**src/rtl/ccc_lock_reset_seq.sv**
```systemverilog
// ============================================================================
// Module   : ccc_lock_reset_seq
// Brief    : Synchronizes and qualifies the CCC FAB_LOCK, sequences a
//            glitch-free fabric reset release and keeps lock-loss status.
// Revision : 1.0 - initial release
// ============================================================================
`default_nettype none

module ccc_lock_reset_seq #(
    parameter int SYNC_STAGES = 2,
    parameter int LOCK_FILTER = 16,
    parameter int RELEASE_DLY = 256,
    parameter int CNT_W       = 8
) (
    input  logic             FAB_CLK,
    input  logic             M2F_RESET_N,
    input  logic             FAB_LOCK,
    input  logic             SW_RESET,
    input  logic             CLR_STATUS,
    output logic             FABRIC_RESET_N,
    output logic             LOCK_LOST,
    output logic [CNT_W-1:0] LOSS_COUNT,
    output logic [1:0]       STATE
);

    localparam int c_CNT_MAX = (LOCK_FILTER > RELEASE_DLY) ? LOCK_FILTER : RELEASE_DLY;
    localparam int c_CW      = (c_CNT_MAX > 1) ? $clog2(c_CNT_MAX) : 1;

    localparam logic [c_CW-1:0]  c_FILT_LAST = c_CW'(LOCK_FILTER - 1);
    localparam logic [c_CW-1:0]  c_DLY_LAST  = c_CW'(RELEASE_DLY - 1);
    localparam logic [CNT_W-1:0] c_LOSS_MAX  = '1;
    localparam logic [CNT_W-1:0] c_LOSS_ONE  = CNT_W'(1);

    typedef enum logic [1:0] {
        S_WAIT_LOCK = 2'b00,
        S_FILTER    = 2'b01,
        S_DELAY     = 2'b10,
        S_RUN       = 2'b11
    } state_t;

    logic [SYNC_STAGES-1:0] r_sync;
    state_t                 r_state;
    state_t                 w_state_nxt;
    logic [c_CW-1:0]        r_cnt;
    logic [c_CW-1:0]        w_cnt_nxt;
    logic                   w_loss;
    logic                   w_lock_s;
    logic                   r_fabric_rst_n;
    logic                   r_lock_lost;
    logic [CNT_W-1:0]       r_loss_cnt;

    assign w_lock_s = r_sync[SYNC_STAGES-1];

    always_ff @(posedge FAB_CLK or negedge M2F_RESET_N) begin
        if (!M2F_RESET_N) begin
            r_sync <= '0;
        end else begin
            r_sync <= {r_sync[SYNC_STAGES-2:0], FAB_LOCK};
        end
    end

    always_ff @(posedge FAB_CLK or negedge M2F_RESET_N) begin
        if (!M2F_RESET_N) begin
            r_state        <= S_WAIT_LOCK;
            r_cnt          <= '0;
            r_fabric_rst_n <= 1'b0;
        end else begin
            r_state        <= w_state_nxt;
            r_cnt          <= w_cnt_nxt;
            // Registered from next state so the reset output never glitches.
            r_fabric_rst_n <= (w_state_nxt == S_RUN);
        end
    end

    always_comb begin
        w_state_nxt = r_state;
        w_cnt_nxt   = r_cnt;
        w_loss      = 1'b0;
        case (r_state)
            S_WAIT_LOCK: begin
                w_cnt_nxt = '0;
                if (w_lock_s) begin
                    w_state_nxt = S_FILTER;
                end
            end
            S_FILTER: begin
                if (!w_lock_s) begin
                    w_state_nxt = S_WAIT_LOCK;
                    w_cnt_nxt   = '0;
                end else if (r_cnt == c_FILT_LAST) begin
                    w_state_nxt = S_DELAY;
                    w_cnt_nxt   = '0;
                end else begin
                    w_cnt_nxt = r_cnt + 1'b1;
                end
            end
            S_DELAY: begin
                if (!w_lock_s) begin
                    w_state_nxt = S_WAIT_LOCK;
                    w_cnt_nxt   = '0;
                end else if (r_cnt == c_DLY_LAST) begin
                    w_state_nxt = S_RUN;
                    w_cnt_nxt   = '0;
                end else begin
                    w_cnt_nxt = r_cnt + 1'b1;
                end
            end
            S_RUN: begin
                // Lock loss takes priority over a software re-run request.
                if (!w_lock_s) begin
                    w_state_nxt = S_WAIT_LOCK;
                    w_cnt_nxt   = '0;
                    w_loss      = 1'b1;
                end else if (SW_RESET) begin
                    w_state_nxt = S_DELAY;
                    w_cnt_nxt   = '0;
                end
            end
            default: begin
                w_state_nxt = S_WAIT_LOCK;
                w_cnt_nxt   = '0;
            end
        endcase
    end

    always_ff @(posedge FAB_CLK or negedge M2F_RESET_N) begin
        if (!M2F_RESET_N) begin
            r_lock_lost <= 1'b0;
            r_loss_cnt  <= '0;
        end else if (w_loss) begin
            r_lock_lost <= 1'b1;
            if (CLR_STATUS) begin
                r_loss_cnt <= c_LOSS_ONE;
            end else if (r_loss_cnt != c_LOSS_MAX) begin
                r_loss_cnt <= r_loss_cnt + 1'b1;
            end
        end else if (CLR_STATUS) begin
            r_lock_lost <= 1'b0;
            r_loss_cnt  <= '0;
        end
    end

    assign FABRIC_RESET_N = r_fabric_rst_n;
    assign LOCK_LOST      = r_lock_lost;
    assign LOSS_COUNT     = r_loss_cnt;
    assign STATE          = r_state;

endmodule

`default_nettype wire

```
**config.mk**
```make
export PLATFORM = sky130hd
export DESIGN_NAME = ccc_lock_reset_seq
export DESIGN_NICKNAME = d
export VERILOG_FILES = /design/src/rtl/ccc_lock_reset_seq.sv
export SDC_FILE = /design/constraint.sdc
export NUM_CORES = 1
export LEC_CHECK = 0
export ABC_CLOCK_PERIOD_IN_PS = 2100
export BUFFER_PORTS_ARGS = -buffer_cell sky130_fd_sc_hd__buf_4
export CAP_MARGIN = 20
export CORE_MARGIN = 2
export CORE_UTILIZATION = 55
export CTS_CLUSTER_SIZE = 12
export DETAILED_ROUTE_END_ITERATION = 16
export GPL_TIMING_DRIVEN = 0
export PLACE_DENSITY_LB_ADDON = 0.2
export SYNTH_ARGS = -nofsm -noshare
export SYNTH_HDL_FRONTEND = slang
export SYNTH_SLANG_ARGS = --single-unit
```
**constraint.sdc**
```tcl
create_clock -name FAB_CLK -period 2.1 [get_ports FAB_CLK]
set_input_delay 0.63 -clock FAB_CLK [delete_from_list [all_inputs] [get_ports FAB_CLK]]
set_output_delay 0.63 -clock FAB_CLK [all_outputs]
set_load 0.01 [all_outputs]
```
# ---- Word level (Yosys, flattened, before mapping)
# Index checks and enable logic that the tools add are counted.
dict set report totals {
  ff_bits 22
  latch_bits 0
  ram_bits 0
  romBits 0
  inputBits 5
  out_inout_bits 12
  memories 0
}
dict set report classes {
  n_addsub 2
  mul 0
  div 0
  n_lt_le_gt_ge 0
  n_eq_ne 8
  n_shift 0
  n_mux 23
  n_bitwise 0
  n_reduce_logical 4
}
# op n
set ops {}
lappend ops {{$mux 8} 10}
lappend ops {{$pmux 8 s4} 1}
lappend ops {{$add 8x1->8 const B} 2}
lappend ops {{$mux 2} 7}
lappend ops {{$eq 8x4->1 const B} 1}
lappend ops {{$eq 8x8->1 const B} 1}
lappend ops {{$ne 8x8->1 const B} 1}
lappend ops {{$pmux 2 s4} 1}
lappend ops {{$eq 2x2->1 const B} 3}
lappend ops {{$mux 1} 4}
lappend ops {{$reduce_bool 2->1} 2}
lappend ops {{$ne 3x3->1 const B} 1}
lappend ops {{$eq 2x1->1 const B} 1}
lappend ops {{$logic_not 2->1} 1}
lappend ops {{$reduce_and 2->1} 1}

# ---- Logic depth before layout (Yosys ltp)
# Gate-level depths: netlist of the first run.
dict set report logic_depth {
  word_depth 5
  depth_mapped 7
  depth_no_buf 7
}

# ---- Worst setup path before layout of the first run
# No wires, ideal clock.
dict set report synth_path {
  kind {register -> register}
  from {register r_state[0] (netlist: STATE[0])}
  to {register r_cnt[4]}
  setup_ps 65
  arrival_time_ps 1745
  setup_slack_ps 289
  stages_incl_launch_ff 7
  path_buffers 0
  path_cell_list {dfrtp_1 inv_1 ha_1 and4b_1 a211o_1 or4_1 nand2_1}
}
dict set report synth_via {
  elab_chain_cells 2
}
# element line
set synth_rtl {}
lappend synth_rtl {{start, declared} 42} ;# state_t r_state;
lappend synth_rtl {{start signal, assigned} 68} ;# r_state <= w_state_nxt;
lappend synth_rtl {{$eq 2x2->1, or another cell as far along} 79} ;# case (r_state)
lappend synth_rtl {{$pmux 8 s4 / $ne 3x3->1 (equally long branches)} -}
lappend synth_rtl {{end signal, assigned} 69} ;# r_cnt <= w_cnt_nxt;
lappend synth_rtl {{end, declared} 44} ;# logic [c_CW-1:0] r_cnt;
# Parallel ways exist; a longest one is shown, timed or not.
# A chain may end at the register's enable or synchronous reset.

# ---- Final worst setup path of the first run
dict set report layout_path {
  from {register r_state[0] (netlist: STATE[0])}
  to {register r_cnt[6]}
}
# Same word-level chain as after synthesis.

==> impl_metrics.json, run 1 <==
{
  "status": "finished clean",
  "clockBufferDepth": 2,
  "synth_most_common_cell": "dfrtp_1",
  "clock_power_share": 0.224,
  "internal_power_uw": 579,
  "drv_cap": 0,
  "combPwrFrac": 0.216,
  "finalHoldViolations": 0,
  "io_buffers": 15,
  "wire_per_inst_um": 13.2,
  "multi_input_area_um2": 659,
  "cts_resized": 0,
  "yosysWarnings": 0,
  "top_usage_layer": "met2",
  "synth.area.top_cells": "dfrtp_1, ha_1, nand2_1",
  "via_per_inst": 5.83,
  "die-width_um": 51.5,
  "grt_pass1_vias": 949,
  "peakVddDrop_v": 0.000400,
  "initial_core_util": 0.572,
  "tightest_slew_ps": 470,
  "rows": 17,
  "synth_seq_cells": 22,
  "clk_root_buffer_cell": "clkbuf_4",
  "cts_hold_buf": 0,
  "yosysSeqAreaShare": 0.444,
  "final-seq-area_um2": 551,
  "worstSetupStartpointType": "register",
  "sw_frac_of_total": 0.294,
  "syn-num-nets": 144,
  "h-tree-depth": 1,
  "synth_area_um2": 1240,
  "netlist.area_leader.share": 0.444,
  "fmax_mhz": 505,
  "area_delta_synth_final_pct": 13.7,
  "final_area_um2": 1410,
  "firstDrtPassIters": 5,
  "gr-usage-met3": 0.0287,
  "numCtsBuffers": 3,
  "die_area_um2": 2650,
  "drt_iter0_markers": 15,
  "dieHeight_um": 51.5,
  "fin_nets": 164,
  "required_ps": 2340,
  "rsz0062_at_grt": "no",
  "power_density_nw_per_um2": 581,
  "path_max_fanout": 6,
  "wl_um": 2370,
  "p_leak_nw": 0.645,
  "clk_pin_slew_worst_paths_ps": 110,
  "synth_edf_count": 0,
  "antenna_found_initial": 0,
  "path_class": "register to register",
  "synth_largest_area_cell": "dfrtp_1",
  "met2_usage": 0.361,
  "cts_tree": "built",
  "postRouteAntennaNets": 0,
  "ioPinCount": 17,
  "grt_usage": 0.209,
  "via_count": 1044,
  "cts_sinks": 22,
  "layout-drive-gt1-share": 0.166,
  "synth_cell_types": 35,
  "setup_viol": 0,
  "grt-ovfl-total": 0,
  "critPathCaptureType": "register",
  "core_area_um2": 2170,
  "hp-class": "input pin to async pin",
  "grt_pass1_wl_um": 4170,
  "post_cts_buffers": 0,
  "syn_inst": 133,
  "syn_area_per_cell_um2": 9.33,
  "hpwlAfterDp_um": 1780,
  "period_share": 0.943,
  "maxSlewHeadroom": 0.682,
  "async_flop_share": 1.00,
  "grt_max_degree": 23,
  "min_period_ps": 1980,
  "clock_skew_ps": 5.73,
  "route.detailed.drc": 0,
  "nFillCells": 196,
  "drv_slew": 0,
  "placed_area_um2": 1390,
  "p_seq_frac": 0.560,
  "gp_congestion": 0.886,
  "synthTopCellsByCount": "dfrtp_1, nand2_1, nor2_1",
  "grt_use_met1": 0.272,
  "p_switching_uw": 241,
  "setup-tns-final_ps": 0,
  "cp_data_arrival_time_ps": 2220,
  "antennaDiodeCount": 0,
  "synthFlopType": "dfrtp_1",
  "worstSkewPairLatency_ps": 300
}
cell type report:
cell class / count / area share
Multi-Input combinational cell: 103 / 0.467
Tap cell: 28 / 0.0248
Timing Repair Buffer: 15 / 0.0798
Clock buffer: 3 / 0.0160
Sequential cell: 22 / 0.390
Buffer: 3 / 0.00887
Inverter: 5 / 0.0133
metal layers:
layer	wire length, um	vias up
met4	19	0
li1	-	516
met3	79	2
met1	1030	500
met5	0	-
met2	1240	26
worst max-delay path: stages, from the launching register on:
cell and delay [ps]:
dfrtp_1 450, inv_1 130, ha_1 270, and4b_1 230, a211o_1 350, or4_1 420, nand2_1 80
path summary, 6_finish.rpt:
check / start / endpoint / slack [ps] / depth (start not counted)
setup / recovery: STATE[0] / r_cnt[6] / 120 / 6
hold / removal: M2F_RESET_N / r_cnt[2] / 190 / 1
setup reg to reg: STATE[0] / r_cnt[6] / 120 / 6
hold reg to reg: r_sync[0] / r_sync[1] / 370 / 0
max in group asynchronous: M2F_RESET_N / LOSS_COUNT[4] / 1690 / 1
min in group FAB_CLK: r_sync[0] / r_sync[1] / 370 / 0
metrics by stage:
step | instances | hold WS (ps) | setup WS, ps | util | power, mW
detailed placement | 176 | 344 | 147 | 0.640 | 0.644
CTS | 179 | 197 | 125 | 0.651 | 0.831
global route | 179 | 207 | 6.73 | 0.651 | 0.870
global placement | 176 | 338 | 224 | 0.640 | 0.638
finish | 179 | 193 | 119 | 0.651 | 0.820
floorplan | 133 | 331 | 289 | - | 0.589
cells by family (layout without fill, tap and decap cells):
family	count (synthesis)	count (layout)	synth area share
AO/OA/AOI/OAI	26	26	0.154
multiplexers	4	4	0.0323
buffers and inverters	8	26	0.0252
AND/OR/NAND/NOR	64	64	0.263
XOR/XNOR	3	3	0.0212
adder cells (fa/ha/maj)	6	6	0.0605
flip-flops	22	22	0.444
power groups by stage:
stage	clock, mW	combinational (mW)	sequential (mW)
4_1_cts	0.195	0.177	0.459
6_report	0.183	0.177	0.459
3_3_place_gp	0	0.170	0.468
5_1_grt	0.209	0.199	0.462
2_1_floorplan	0	0.120	0.468
3_5_place_dp	0	0.176	0.468
placed cells by master (no fill, tap or decap), types with 4 or more instances in the layout:
master   instances
nor3_1           7
dfrtp_1         22
a21oi_1          6
nand2_1         17
o21ai_0          8
ha_1             6
mux2i_1          4
inv_1            5
nor2_1          14
nand3_1          7
buf_4           15
registers in the layout, indices dropped and copies added, names as in the netlist:
| signal | count |
|---|---|
| r_sync | 2 |
| r_cnt | 8 |
| FABRIC_RESET_N | 1 |
| LOCK_LOST | 1 |
| STATE | 2 |
| LOSS_COUNT | 8 |
Power figures use the tool's default switching activity.
==> run 2, diff against run 1 <==
- BUFFER_PORTS_ARGS: -buffer_cell sky130_fd_sc_hd__buf_4 -> -buffer_cell sky130_fd_sc_hd__buf_2
==> run 2 against run 1 <==
Effect of this change: critical path depth stayed put; routed wire length is 1.9% lower; critical endpoint is now r_cnt[4]; global-route usage is 1.1 points lower; highest routed layer unchanged; via count is 0.48% lower; core utilization is 1.7 points lower; critical path type unchanged; power hardly changed.
==> impl_metrics.json, run 2 (synthesis gave the netlist of run 1 again) <==
{
  "dieHeight_um": 51.5,
  "cp_slowest_stage_delay_ps": 460,
  "rr_endpoint": "r_cnt[4]",
  "drv_cap": 0,
  "wl_um": 2320,
  "required_ps": 2350,
  "layout_common_cells": "dfrtp_1, nand2_1, buf_2",
  "setup-tns-final_ps": 0,
  "clockBufferDepth": 2,
  "peakVddDrop_v": 0.000503,
  "firstDrtPassIters": 4,
  "die_area_um2": 2650,
  "rows": 17,
  "crit_chain": "inv_1 -> ha_1 -> and4b_1 -> a211o_1 -> or4_1 -> nand2_1",
  "h-tree-depth": 1,
  "wire_per_inst_um": 13.0,
  "cts_tree": "built",
  "stdcell_count": 179,
  "hp-class": "input pin to async pin",
  "top_usage_layer": "met2",
  "tightest_slew_ps": 478,
  "fin_nets": 164,
  "place_inst": 176,
  "core_area_um2": 2170,
  "numCtsBuffers": 3,
  "worstSetupStartpointType": "register",
  "io_buffers": 15,
  "via_per_inst": 5.80,
  "grt-ovfl-total": 0,
  "path_max_fanout": 6,
  "maxSlewHeadroom": 0.677,
  "drt_iter0_markers": 17,
  "r2r-start": "STATE[0]",
  "grt_usage": 0.198,
  "initial_core_util": 0.572,
  "drv_slew": 0,
  "critPathCaptureType": "register",
  "slowest_stage": "dfrtp_1",
  "final_common_cell": "dfrtp_1",
  "via_count": 1039,
  "met2_usage": 0.338,
  "p_leak_nw": 0.644,
  "grt_pass1_wl_um": 3930,
  "hpwlAfterDp_um": 1720,
  "clk_pin_slew_worst_paths_ps": 110,
  "reg2regPathDepth": 6,
  "clock_skew_ps": 6.39,
  "cts_sinks": 22,
  "antenna_found_initial": 0,
  "die-width_um": 51.5,
  "clk_root_buffer_cell": "clkbuf_4",
  "ioPinCount": 17,
  "layout-drive-gt1-share": 0.166,
  "gr-usage-met3": 0.0259,
  "finalHoldViolations": 0,
  "route.detailed.drc": 0,
  "place_ws_ps": 159,
  "setup_ws_ps": 115,
  "post_cts_buffers": 0,
  "reg2reg_slack_ps": 110,
  "cp_data_arrival_time_ps": 2230,
  "whs_ps": 261,
  "final_util": 0.633,
  "nFillCells": 186,
  "path_class": "register to register",
  "grt_max_degree": 23,
  "worstSkewPairLatency_ps": 310,
  "grt_pass1_vias": 958,
  "cts_resized": 0,
  "fmax_mhz": 504,
  "gp_congestion": 0.892,
  "power_density_nw_per_um2": 596,
  "postRouteAntennaNets": 0,
  "min_period_ps": 1990,
  "status": "finished clean",
  "rsz0062_at_grt": "no",
  "antennaDiodeCount": 0,
  "area_delta_synth_final_pct": 10.7,
  "period_share": 0.945,
  "grt_use_met1": 0.243,
  "cts_hold_buf": 0,
  "setup_viol": 0
}
## run 2: critical path, delay by kind of cell (launching register included)
family	cells	cell delay [ps]
compound gates	1	340
fa+ha+maj	1	280
simple gates	3	700
flops	1	460
buf+inv	1	140
## run 2: through the flow
step | area, um2 | power (mW)
floorplan | 1240 | 0.589
global placement | 1350 | 0.630
detailed placement | 1350 | 0.638
CTS | 1370 | 0.825
global route | 1370 | 0.869
finish | 1370 | 0.819
## run 2: final cells by class
type	instances	area, um2	area share
timing repair buffer	15	75.1	0.0546
buffer	3	12.5	0.00911
sequential	22	551	0.401
tap	28	35.0	0.0255
multi-input combinational	103	659	0.480
clock buffer	3	22.5	0.0164
inverter	5	18.8	0.0137
## run 2: report_power, final
group          leakage [nW]  internal (mW)  switching (mW)  total, mW
Clock                0.0138         0.0671           0.121      0.188
Combinational         0.329         0.0668           0.104      0.171
Sequential            0.301          0.439          0.0217      0.460
Total                 0.644          0.573           0.246      0.819
## run 2: worst max path at each step
stage                  start       end  slack (ps)  cells after the start
global route        STATE[0]  r_cnt[4]          50                      6
finish              STATE[0]  r_cnt[4]         110                      6
floorplan           STATE[0]  r_cnt[4]         290                      6
detailed placement  STATE[0]  r_cnt[4]         160                      6
CTS                 STATE[0]  r_cnt[4]         140                      6
global placement    STATE[0]  r_cnt[6]         230                      6
## run 2: routing by layer
| metal | part of all wire | routed length, um | vias to the layer above |
|---|---|---|---|
| met2 | 0.48 | 1120 | 22 |
| met4 | 0.025 | 58 | 0 |
| met5 | 0 | 0 | - |
| met3 | 0.034 | 79 | 7 |
| li1 | - | - | 516 |
| met1 | 0.46 | 1060 | 494 |
==> run 3, diff against run 2 <==
- CORE_MARGIN: 2 -> not set
==> run 3 against run 2 <==
Effect of this change: sequential power about the same; via count down 1.1%; combinational power about the same; setup slack better by 31 ps; global-route usage up 2.8 points; flip-flop and latch count unchanged; fmax up 1.6%.
==> impl_metrics.json, run 3 (synthesis gave the netlist of run 1 again) <==
{
  "status": "finished clean",
  "antennaDiodeCount": 0,
  "place_ws_ps": 184,
  "cts_sinks": 22,
  "hp-class": "input pin to async pin",
  "grt_max_degree": 23,
  "grt-ovfl-total": 0,
  "cts_hold_buf": 0,
  "path_max_fanout": 6,
  "final_common_cell": "dfrtp_1",
  "initial_core_util": 0.608,
  "h-tree-depth": 1,
  "stdcell_count": 178,
  "clock_power_share": 0.225,
  "wl_um": 2380,
  "power_density_nw_per_um2": 594,
  "period_share": 0.931,
  "layout_common_cells": "dfrtp_1, nand2_1, buf_2",
  "clockBufferDepth": 2,
  "io_buffers": 15,
  "reg2reg_slack_ps": 150,
  "layout-drive-gt1-share": 0.166,
  "via_per_inst": 5.78,
  "finalHoldViolations": 0,
  "area_delta_synth_final_pct": 10.6,
  "firstDrtPassIters": 4,
  "clock_skew_ps": 3.26,
  "core_area_um2": 2040,
  "cp_data_arrival_time_ps": 2200,
  "r2r-start": "STATE[0]",
  "rr_endpoint": "r_cnt[6]",
  "drv_cap": 0,
  "numCtsBuffers": 3,
  "peakVddDrop_v": 0.000543,
  "cts_resized": 0,
  "required_ps": 2350,
  "min_period_ps": 1950,
  "hpwlAfterDp_um": 1770,
  "crit_chain": "inv_1 -> ha_1 -> and4b_1 -> a211o_1 -> or4_1 -> nand2_1",
  "die_area_um2": 2450,
  "postRouteAntennaNets": 0,
  "worstSkewPairLatency_ps": 300,
  "route.detailed.drc": 0,
  "fmax_mhz": 512,
  "via_count": 1028,
  "rows": 16,
  "internal_power_uw": 573,
  "combPwrFrac": 0.211,
  "fin_nets": 164,
  "reg2regPathDepth": 6,
  "dieHeight_um": 49.5,
  "cp_slowest_stage_delay_ps": 460,
  "clk_pin_slew_worst_paths_ps": 110,
  "rsz0062_at_grt": "no",
  "power_uw": 816,
  "cts_tree": "built",
  "gp_congestion": 0.846,
  "p_seq_frac": 0.564,
  "die-width_um": 49.5,
  "post_cts_buffers": 0,
  "wire_per_inst_um": 13.4,
  "grt_pass1_vias": 998,
  "worstSetupStartpointType": "register",
  "p_switching_uw": 243,
  "critPathCaptureType": "register",
  "path_class": "register to register",
  "maxSlewHeadroom": 0.653,
  "setup-tns-final_ps": 0,
  "grt_pass1_wl_um": 4310,
  "tightest_slew_ps": 514,
  "setup_ws_ps": 146,
  "drt_iter0_markers": 26,
  "setup_viol": 0,
  "grt_usage": 0.227,
  "antenna_found_initial": 0,
  "clk_root_buffer_cell": "clkbuf_4",
  "place_inst": 175,
  "slowest_stage": "dfrtp_1",
  "ioPinCount": 17,
  "p_leak_nw": 0.644,
  "sw_frac_of_total": 0.297,
  "drv_slew": 0,
  "final_util": 0.672
}
-- run 3: cell counts in the layout (fill, tap and decap cells not counted) --
Identical to the previous run, type by type.
-- run 3: power by group through the flow --
stage / clock, mW / combinational, mW / sequential (mW)
2_1_floorplan: 0 / 0.120 / 0.468
3_3_place_gp: 0 / 0.163 / 0.467
3_5_place_dp: 0 / 0.173 / 0.467
4_1_cts: 0.193 / 0.174 / 0.460
5_1_grt: 0.209 / 0.195 / 0.463
6_report: 0.183 / 0.172 / 0.460
-- run 3: routing by layer --
layer / share of wire / global-route usage / up-vias
li1: - / - / 509
met1: 0.46 / 0.283 / 500
met2: 0.51 / 0.406 / 17
met3: 0.024 / 0.0278 / 2
met4: 0.0067 / 0.0714 / 0
met5: 0 / 0 / -
-- run 3: through the flow --
step	hold WS, ps	instance area, um2
after floorplan	331	1240
after global placement	335	1350
after detailed placement	346	1350
after CTS	280	1370
after global routing	292	1370
final	269	1370
-- run 3: worst max-delay path, delay by kind of cell, from the launching register on --
family / cells / cell delay (ps)
and+or+nand+nor: 3 / 710
DFF: 1 / 460
AOI/OAI and AO/OA: 1 / 350
adders and majority gates: 1 / 260
buffers and inverters: 1 / 130
-- run 3: worst max-delay path by stage --
stage / startpoint / to / depth (start not counted)
4_1_cts: STATE[0] / r_cnt[6] / 6
2_1_floorplan: STATE[0] / r_cnt[4] / 6
5_1_grt: STATE[0] / r_cnt[4] / 6
6_report: STATE[0] / r_cnt[6] / 6
3_3_place_gp: STATE[0] / r_cnt[4] / 6
3_5_place_dp: STATE[0] / r_cnt[6] / 6
-- run 3: layout make-up --
type	count	area (um2)
repair buffers	15	75.1
well taps	27	33.8
clock buffers	3	22.5
multi-input cells	103	659
fillers	185	669
flip-flops and latches	22	551
plain buffers	3	12.5
inverters	5	18.8
